## src/rtl/mac_array_seq.sv

```systemverilog
// mac_array_seq - job sequencer for the WS/OS reconfigurable MAC array.
//
// Accepts a start command carrying a dataflow mode and a reduction length,
// then drives the array dataflow select, the per-row skewed 2-bit
// instructions, the feeder pop/zero controls and, in OS mode, the row-by-row
// result readout.
//
// Parameters:
//   row  array rows (>= 2); row r instruction lags row 0 by r cycles
//   col  array columns; sets WS load length and settle length
//   kbw  width of k_len
//
// Ports:
//   clk          clock
//   reset        synchronous, active-high reset
//   start        job request, sampled only while idle
//   mode         0 = WS, 1 = OS; latched with start
//   k_len        reduction length K; latched with start
//   os_en        array dataflow select
//   inst_w       row r instruction in bits [2r+1:2r] (bit1 execute, bit0 load)
//   act_rd       activation/kernel feeder pop, row-0 timing
//   wgt_rd       north weight feeder pop, row-0 timing, OS only
//   feed_zero    feeders drive zero on in_w/in_n, row-0 timing
//   rd_valid     OS readout strobe
//   rd_row       row whose results are valid while rd_valid is high
//   busy         high whenever a job is in progress
//   done         one-cycle completion pulse
//   err          one-cycle pulse when start arrives with k_len == 0
//   perf_cycles  cumulative busy-cycle count (see macro below)
//
// Build option:
//   MAC_SEQ_PERF_CNT_EN  when defined, perf_cycles counts busy cycles across
//                        jobs (wraps at 2^32, cleared only by reset); when not
//                        defined, perf_cycles is tied to 0.
//
// State table:
//   IDLE   | waiting for start; all outputs low
//   FLUSH  | one zero-feed cycle to clear tile psum / OS-ready state
//   LOAD   | WS kernel load, col cycles, row-0 inst = 01
//   EXEC   | execute, K (WS) or K+1 (OS) cycles, row-0 inst = 10
//   SETTLE | drain skew wave / psum pipe, row-1 (OS) or row+col-1 (WS) cycles
//   READ   | OS readout, row cycles, rd_row counts 0..row-1
//   DONE   | one-cycle done pulse

module mac_array_seq #(
  parameter int row = 8,
  parameter int col = 8,
  parameter int kbw = 8
) (
  input  logic                    clk,
  input  logic                    reset,
  input  logic                    start,
  input  logic                    mode,
  input  logic [kbw-1:0]          k_len,
  output logic                    os_en,
  output logic [2*row-1:0]        inst_w,
  output logic                    act_rd,
  output logic                    wgt_rd,
  output logic                    feed_zero,
  output logic                    rd_valid,
  output logic [$clog2(row)-1:0]  rd_row,
  output logic                    busy,
  output logic                    done,
  output logic                    err,
  output logic [31:0]             perf_cycles
);

  localparam int RW = $clog2(row);
  // Must hold K (OS exec reload) and row+col-2 (WS settle reload).
  localparam int CW = ((kbw + 1) > $clog2(row + col)) ? (kbw + 1) : $clog2(row + col);

  typedef enum logic [2:0] {
    S_IDLE,
    S_FLUSH,
    S_LOAD,
    S_EXEC,
    S_SETTLE,
    S_READ,
    S_DONE
  } state_t;

  state_t              state, state_n;
  logic [CW-1:0]       cnt;
  logic [CW-1:0]       cnt_val;
  logic                cnt_ld;
  logic                tc;
  logic                accept;
  logic                err_n;
  logic                err_q;
  logic                mode_q;
  logic [kbw-1:0]      k_q;
  logic [1:0]          inst0;
  logic [2*row-3:0]    skew_q;
  logic [CW-1:0]       rd_row_full;

  assign tc = (cnt == '0);

  // Next state, counter reload and row-0 decode.
  always_comb begin
    state_n   = state;
    cnt_ld    = 1'b0;
    cnt_val   = '0;
    accept    = 1'b0;
    err_n     = 1'b0;
    inst0     = 2'b00;
    act_rd    = 1'b0;
    wgt_rd    = 1'b0;
    feed_zero = 1'b0;
    rd_valid  = 1'b0;
    os_en     = 1'b0;

    case (state)
      S_IDLE: begin
        if (start) begin
          if (k_len != '0) begin
            accept  = 1'b1;
            state_n = S_FLUSH;
          end else begin
            err_n = 1'b1;
          end
        end
      end

      S_FLUSH: begin
        feed_zero = 1'b1;
        cnt_ld    = 1'b1;
        if (mode_q) begin
          state_n = S_EXEC;
          cnt_val = CW'(k_q);          // K+1 exec cycles
        end else begin
          state_n = S_LOAD;
          cnt_val = CW'(col - 1);
        end
      end

      S_LOAD: begin
        inst0  = 2'b01;
        act_rd = 1'b1;
        os_en  = mode_q;
        if (tc) begin
          state_n = S_EXEC;
          cnt_ld  = 1'b1;
          cnt_val = CW'(k_q) - CW'(1);
        end
      end

      S_EXEC: begin
        inst0 = 2'b10;
        os_en = mode_q;
        if (!mode_q) begin
          act_rd = 1'b1;
        end else if (!tc) begin
          act_rd = 1'b1;
          wgt_rd = 1'b1;
        end else begin
          // Extra OS cycle: accumulate the last loaded pair with no new product.
          feed_zero = 1'b1;
        end
        if (tc) begin
          state_n = S_SETTLE;
          cnt_ld  = 1'b1;
          cnt_val = mode_q ? CW'(row - 2) : CW'(row + col - 2);
        end
      end

      S_SETTLE: begin
        os_en = mode_q;
        if (tc) begin
          if (mode_q) begin
            state_n = S_READ;
            cnt_ld  = 1'b1;
            cnt_val = CW'(row - 1);
          end else begin
            state_n = S_DONE;
          end
        end
      end

      S_READ: begin
        os_en    = mode_q;
        rd_valid = 1'b1;
        if (tc) state_n = S_DONE;
      end

      S_DONE: begin
        os_en   = mode_q;
        state_n = S_IDLE;
      end

      default: state_n = S_IDLE;
    endcase
  end

  always_ff @(posedge clk) begin
    if (reset) begin
      state  <= S_IDLE;
      cnt    <= '0;
      mode_q <= 1'b0;
      k_q    <= '0;
      err_q  <= 1'b0;
      skew_q <= '0;
    end else begin
      state  <= state_n;
      err_q  <= err_n;
      // Row r+1 takes row r's instruction one cycle later; shifts in every state.
      skew_q <= inst_w[2*row-3:0];
      if (accept) begin
        mode_q <= mode;
        k_q    <= k_len;
      end
      if (cnt_ld) begin
        cnt <= cnt_val;
      end else if (!tc) begin
        cnt <= cnt - CW'(1);
      end
    end
  end

  assign inst_w = {skew_q, inst0};

  // Readout counter runs down from row-1, so the row index is its complement.
  assign rd_row_full = CW'(row - 1) - cnt;
  assign rd_row      = rd_valid ? rd_row_full[RW-1:0] : '0;

  assign busy = (state != S_IDLE);
  assign done = (state == S_DONE);
  assign err  = err_q;

`ifdef MAC_SEQ_PERF_CNT_EN
  logic [31:0] perf_q;

  always_ff @(posedge clk) begin
    if (reset) begin
      perf_q <= '0;
    end else if (busy) begin
      perf_q <= perf_q + 32'd1;
    end
  end

  assign perf_cycles = perf_q;
`else
  assign perf_cycles = 32'd0;
`endif

endmodule

```

## config.mk

```make
export PLATFORM = sky130hd
export DESIGN_NAME = mac_array_seq
export DESIGN_NICKNAME = d
export VERILOG_FILES = /design/src/rtl/mac_array_seq.sv
export SDC_FILE = /design/constraint.sdc
export NUM_CORES = 1
export LEC_CHECK = 0
export CORE_MARGIN = 3
export CORE_UTILIZATION = 30
export CTS_CLUSTER_SIZE = 40
export DETAILED_ROUTE_END_ITERATION = 8
export PLACE_DENSITY = 0.63
export SYNTH_ARGS = -nofsm -noshare
export SYNTH_HDL_FRONTEND = slang
export SYNTH_SLANG_ARGS = --single-unit
```

## constraint.sdc

```tcl
create_clock -name clk -period 2.7 [get_ports clk]
set_input_delay 0.54 -clock clk [delete_from_list [all_inputs] [get_ports clk]]
set_output_delay 0.54 -clock clk [all_outputs]
set_load 0.02 [all_outputs]
```

==> results.json, run 1 <==
{
  "htree_levels": 2,
  "critPathRequiredTime_ps": 2160,
  "core_um2": 6530,
  "critPathLaunchType": "register",
  "drv_slew": 0,
  "clk_transition_reported_paths_ps": 70,
  "fp.dieW_um": 89.1,
  "num-fill-cells": 648,
  "drt_pass1_iterations": 4,
  "finalWirelength_um": 4970,
  "crit_buf_inv": 2,
  "yosys_warnings": 0,
  "dp_hpwl_um": 3840,
  "synthCells": 253,
  "gp_congestion": 0.829,
  "routed-via-count": 1848,
  "initial_utilization_pct": 31.7,
  "cts_num_sinks": 36,
  "gr-total-overflow": 0,
  "final_cell_mix": "dfxtp_1, clkdlybuf4s50_1, nor2_1, conb_1, a21oi_1",
  "rsz0062_at_grt": "no",
  "viasPerCell": 4.91,
  "seqPwrFrac_pct": 30.6,
  "whs_path_depth": 1,
  "setup_violations": 0,
  "pwr-share-clk_pct": 16.6,
  "drive_gt1_share_pct": 9.70,
  "ys_seq_area_share_pct": 34.8,
  "final_nets": 313,
  "r2r-start": "state[2]",
  "design_area_um2": 2570,
  "port_buffers": 38,
  "final.setup.tns_ps": 0,
  "netlist_area_um2": 2070,
  "slew_headroom_pct": 26.1,
  "p_switching_mw": 1.04,
  "hold_ws_ps": 460,
  "row_count": 29,
  "syn_avg_cell_area_um2": 8.18,
  "yosysUniqueCellTypes": 49,
  "hp-class": "register to register",
  "arrival_ps": 1970,
  "cts-root-buf": "clkbuf_8",
  "cts_buffers": 5,
  "ys_ff_latch": 36,
  "cp_slowest_stage_delay_ps": 360,
  "postCtsHoldBufs": 0,
  "min-delay-start": "skew_q[6]",
  "place_area_um2": 2470,
  "status": "completed",
  "path_delay_family": "simple AND/OR/NAND/NOR gates",
  "hold_path_end": "skew_q[8]",
  "ant_nets": 0,
  "io_pins": 71,
  "leakage_nw": 1.03,
  "period_needed_ps": 2510,
  "drt_iter0_drc": 92,
  "total_power_mw": 2.47,
  "crit_slowest_cell": "dfxtp_2",
  "switching_share_pct": 42.2,
  "die_y_um": 89.1,
  "cts_buffer_depth": 2,
  "wl_per_cell_um": 13.2,
  "hold_violations": 0,
  "cts_tree": "yes",
  "finClkSkew_ps": 2.91,
  "async_reset_ff_share_pct": 0,
  "r2r_end": "k_q[7]",
  "p_comb_share_pct": 52.8,
  "cp-end-kind": "output pin",
  "post-route-period-util_pct": 93.1,
  "areaGrowthSynthToFinish_pct": 24.1,
  "p_int_mw": 1.43,
  "fp.dieArea_um2": 7930,
  "antenna_found_initial": 0,
  "grt_pass1_vias": 1610,
  "clkLatencyLatePin_ps": 290,
  "worstSetupPathType": "register to output pin",
  "n_antenna_cell": 0,
  "pwr_density_cell_nw_per_um2": 964,
  "r2r_setup_slack_ps": 540,
  "ys.flop_type": "dfxtp_1",
  "irDropWorstVdd_mv": 0.391,
  "crit_path_max_fanout": 7,
  "cp.depth": 7,
  "ff2ff_path_depth": 5,
  "grt_pass1_wl_um": 7850,
  "worstPathCellList": "inv_1 > ha_1 > nor4b_2 > and2_1 > nand2_1 > o21ai_0 > clkdlybuf4s15_1",
  "grt_max_degree": 15,
  "tightest_slew_ps": 1110,
  "synth-edff-count": 0,
  "post-route-drc-count": 0,
  "fmax_ghz": 0.398,
  "grt_use_total_pct": 12.6,
  "maxCapViolCount": 0
}
-- cell type report --
| cell class | count | area [µm²] | area share [%] |
|---|---|---|---|
| Clock buffer | 7 | 96.3 | 3.75 |
| Inverter | 10 | 37.5 | 1.46 |
| Multi-Input combinational cell | 195 | 1140 | 44.4 |
| Sequential cell | 36 | 722 | 28.1 |
| Tap cell | 77 | 96.3 | 3.75 |
| Timing Repair Buffer | 51 | 475 | 18.5 |
-- what timing repair did --
item,4_1_cts,5_1_grt
pin swaps,0,0
endpoints found under the setup margin,3,1
setup buffers,0,0
gates resized for setup,4,1
-- synthesized netlist by cell type (4+ instances only) --
cell type | count | area [µm²]
a21oi_1 | 15 | 75.1
a31oi_1 | 4 | 25.0
buf_2 | 4 | 20.0
buf_4 | 32 | 240
clkbuf_1 | 6 | 22.5
dfxtp_1 | 36 | 721
inv_1 | 9 | 33.8
mux2i_1 | 11 | 110
nand2_1 | 11 | 41.3
nand2b_1 | 4 | 25.0
nor2_1 | 32 | 120
nor2b_1 | 13 | 81.3
nor3_1 | 10 | 50.1
nor4_1 | 5 | 31.3
o21ai_0 | 12 | 60.1
-- worst max path at each step --
stage | from | end
floorplan | state[1] | feed_zero
global placement | cnt[0] | feed_zero
detailed placement | cnt[0] | feed_zero
CTS | cnt[0] | feed_zero
global route | cnt[0] | feed_zero
finish | cnt[0] | feed_zero
-- sequential cells by signal, summed over array words and instances, names as in the netlist --
register  flops
err           1
mode_q        1
k_q           8
skew_q       14
cnt           9
state         3
-- cell families after synthesis --
| kind of cell | after synthesis | share of synthesized area, % |
|---|---|---|
| adder cells (fa/ha/maj) | 2 | 1.21 |
| buffers and inverters | 53 | 15.7 |
| flip-flops | 36 | 34.8 |
| AO/OA/AOI/OAI | 47 | 14.5 |
| multiplexers | 11 | 5.32 |
| other | 1 | 0.181 |
| XOR/XNOR | 5 | 2.12 |
| AND/OR/NAND/NOR | 98 | 26.2 |
-- per-layer routing --
metal | up-vias | global-route usage [%] | share of wire [%]
li1 | 909 | - | -
met3 | 10 | 4.06 | 7.8
met1 | 845 | 16.8 | 45
met4 | 0 | 4.19 | 1.8
met2 | 84 | 19.2 | 46
met5 | - | 0 | 0
-- power groups by stage --
stage / clock network (mW) / registers, mW / logic (mW)
floorplan: 0 / 0.742 / 0.929
global placement: 0 / 0.758 / 1.29
detailed placement: 0 / 0.764 / 1.29
CTS: 0.424 / 0.755 / 1.29
global route: 0.444 / 0.775 / 1.43
finish: 0.411 / 0.756 / 1.31
-- worst reg2reg max path, cell delays in order, from the launching register on --
cell	delay [ps]
dfxtp_1	450
nor2_1	270
nand3_1	150
a21oi_1	870
mux2i_1	280
nor2_1	50
-- through the flow --
step	setup WS (ps)	instances	utilization, %
floorplan	126	284	-
global placement	274	369	37.9
detailed placement	140	369	37.9
CTS	136	376	39.3
global route	9.84	376	39.3
finish	187	376	39.3
No activity file was read; power rests on OpenSTA's default activity.
==> run 2: changes to the inputs <==
CAP_MARGIN = 20   (was not set)
CTS_CLUSTER_SIZE = 28   (was 40)
==> results.json, run 2 (synthesis results as in run 1) <==
{
  "startpoint": "cnt[0]",
  "critPathRequiredTime_ps": 2160,
  "cts_tree": "yes",
  "fin_util_pct": 39.4,
  "worstPathCellList": "inv_1 > ha_1 > nor4b_2 > and2_1 > nand2_1 > o21ai_0 > clkdlybuf4s15_1",
  "initial_utilization_pct": 31.7,
  "fp.dieArea_um2": 7930,
  "cp-end-kind": "output pin",
  "grt_max_degree": 15,
  "gp_congestion": 0.829,
  "largest_reg_flops": 14,
  "whs_path_depth": 1,
  "cts_setup_buffers": 0,
  "finClkSkew_ps": 4.24,
  "num-fill-cells": 648,
  "ant_nets": 0,
  "critPathLaunchType": "register",
  "fp.dieW_um": 89.1,
  "worstSetupPathType": "register to output pin",
  "die_y_um": 89.1,
  "io_pins": 71,
  "p_int_mw": 1.44,
  "regMostFlops": "skew_q",
  "grt_pass1_wl_um": 7850,
  "seqPwrFrac_pct": 30.5,
  "pwr_density_cell_nw_per_um2": 963,
  "dp_hpwl_um": 3840,
  "slew_headroom_pct": 57.5,
  "drt_iter0_drc": 77,
  "r2r_end": "cnt[5]",
  "areaGrowthSynthToFinish_pct": 24.5,
  "tightest_slew_ps": 635,
  "pwr-share-clk_pct": 16.6,
  "maxCapViolCount": 0,
  "hold_ws_ps": 459,
  "drv_slew": 0,
  "p_comb_share_pct": 52.9,
  "post-route-period-util_pct": 93.4,
  "final_nets": 314,
  "timing.final.ws_setup_ps": 178,
  "n_antenna_cell": 0,
  "fmax_ghz": 0.397,
  "gr-total-overflow": 0,
  "drt_pass1_iterations": 4,
  "status": "completed",
  "rsz0062_at_grt": "no",
  "cp_slowest_stage_delay_ps": 360,
  "crit_slowest_cell": "dfxtp_2",
  "cts-root-buf": "clkbuf_8",
  "crit_end": "feed_zero",
  "clkLatencyLatePin_ps": 290,
  "grt_pass1_vias": 1610,
  "place_ws_ps": 140,
  "cts_num_sinks": 36,
  "drive_gt1_share_pct": 10.0,
  "clk_transition_reported_paths_ps": 70,
  "final_cell_mix": "dfxtp_1, clkdlybuf4s50_1, nor2_1, conb_1, a21oi_1",
  "period_needed_ps": 2520,
  "post-route-drc-count": 0,
  "setup_violations": 0,
  "port_buffers": 38,
  "cts_buffers": 5,
  "r2r-start": "cnt[0]",
  "crit_path_max_fanout": 7,
  "row_count": 29,
  "core_um2": 6530,
  "r2r_setup_slack_ps": 630,
  "ff2ff_path_depth": 9,
  "design_area_um2": 2580,
  "place_area_um2": 2470,
  "cts_buffer_depth": 2,
  "leakage_nw": 1.03,
  "routed-via-count": 1848,
  "irDropWorstVdd_mv": 0.391,
  "final.setup.tns_ps": 0,
  "viasPerCell": 4.90,
  "p_switching_mw": 1.05,
  "arrival_ps": 1980,
  "grt_use_total_pct": 12.6,
  "switching_share_pct": 42.2,
  "htree_levels": 2,
  "wl_per_cell_um": 13.2,
  "antenna_found_initial": 0,
  "largestRegisters": "skew_q (14), cnt (9), k_q (8)",
  "hold_violations": 0,
  "hp-class": "register to register",
  "finalWirelength_um": 4970
}
## run 2: cell types whose count changed in the layout (fill, tap and decap cells not counted)
cell / previous run / this run
buf_4: 13 / 14
## run 2: per-stage QoR
step	instances	power, mW
2_1_floorplan	284	1.67
3_3_place_gp	369	2.05
3_5_place_dp	369	2.06
4_1_cts	376	2.47
5_1_grt	377	2.65
6_report	377	2.48
## run 2: layout make-up
type	instances	area [µm²]	share of cell area, %
clock buffer	7	96.3	3.74
inverter	10	37.5	1.46
multi-input combinational	195	1140	44.3
sequential	36	722	28.0
tap	77	96.3	3.74
timing repair buffer	52	483	18.7
## run 2: worst min-delay path by stage
stage	start	to	slack [ps]
floorplan	k_q[4]	cnt[4]	480
global placement	skew_q[9]	skew_q[11]	440
detailed placement	skew_q[6]	skew_q[8]	450
CTS	skew_q[6]	skew_q[8]	460
global route	skew_q[6]	skew_q[8]	470
finish	skew_q[6]	skew_q[8]	460
## run 2: worst max-delay path, delay by kind of cell (launching register included)
family	cells	cell delay, ps
AND/OR/NAND/NOR	3	610
buffers and inverters	2	400
flip-flops	1	360
adder cells (fa/ha/maj)	1	170
AO/OA/AOI/OAI	1	150
## run 2: what timing repair did
action	CTS	global route
hold buffers	0	0
setup endpoints to repair	3	1
gates resized for setup	4	1
## run 2: power by group through the flow
stage	logic [mW]	clock network, mW	registers, mW
floorplan	0.929	0	0.742
global placement	1.29	0	0.758
detailed placement	1.29	0	0.764
CTS	1.29	0.424	0.755
global route	1.43	0.444	0.775
finish	1.31	0.412	0.757
## run 2: routing by layer
metal  wire [µm]  vias to the layer above  track usage [%]
li1            -                      911                -
met1        2210                      855             16.8
met2        2310                       75             19.2
met3         375                        7             4.06
met4          74                        0             4.19
met5           0                        -                0
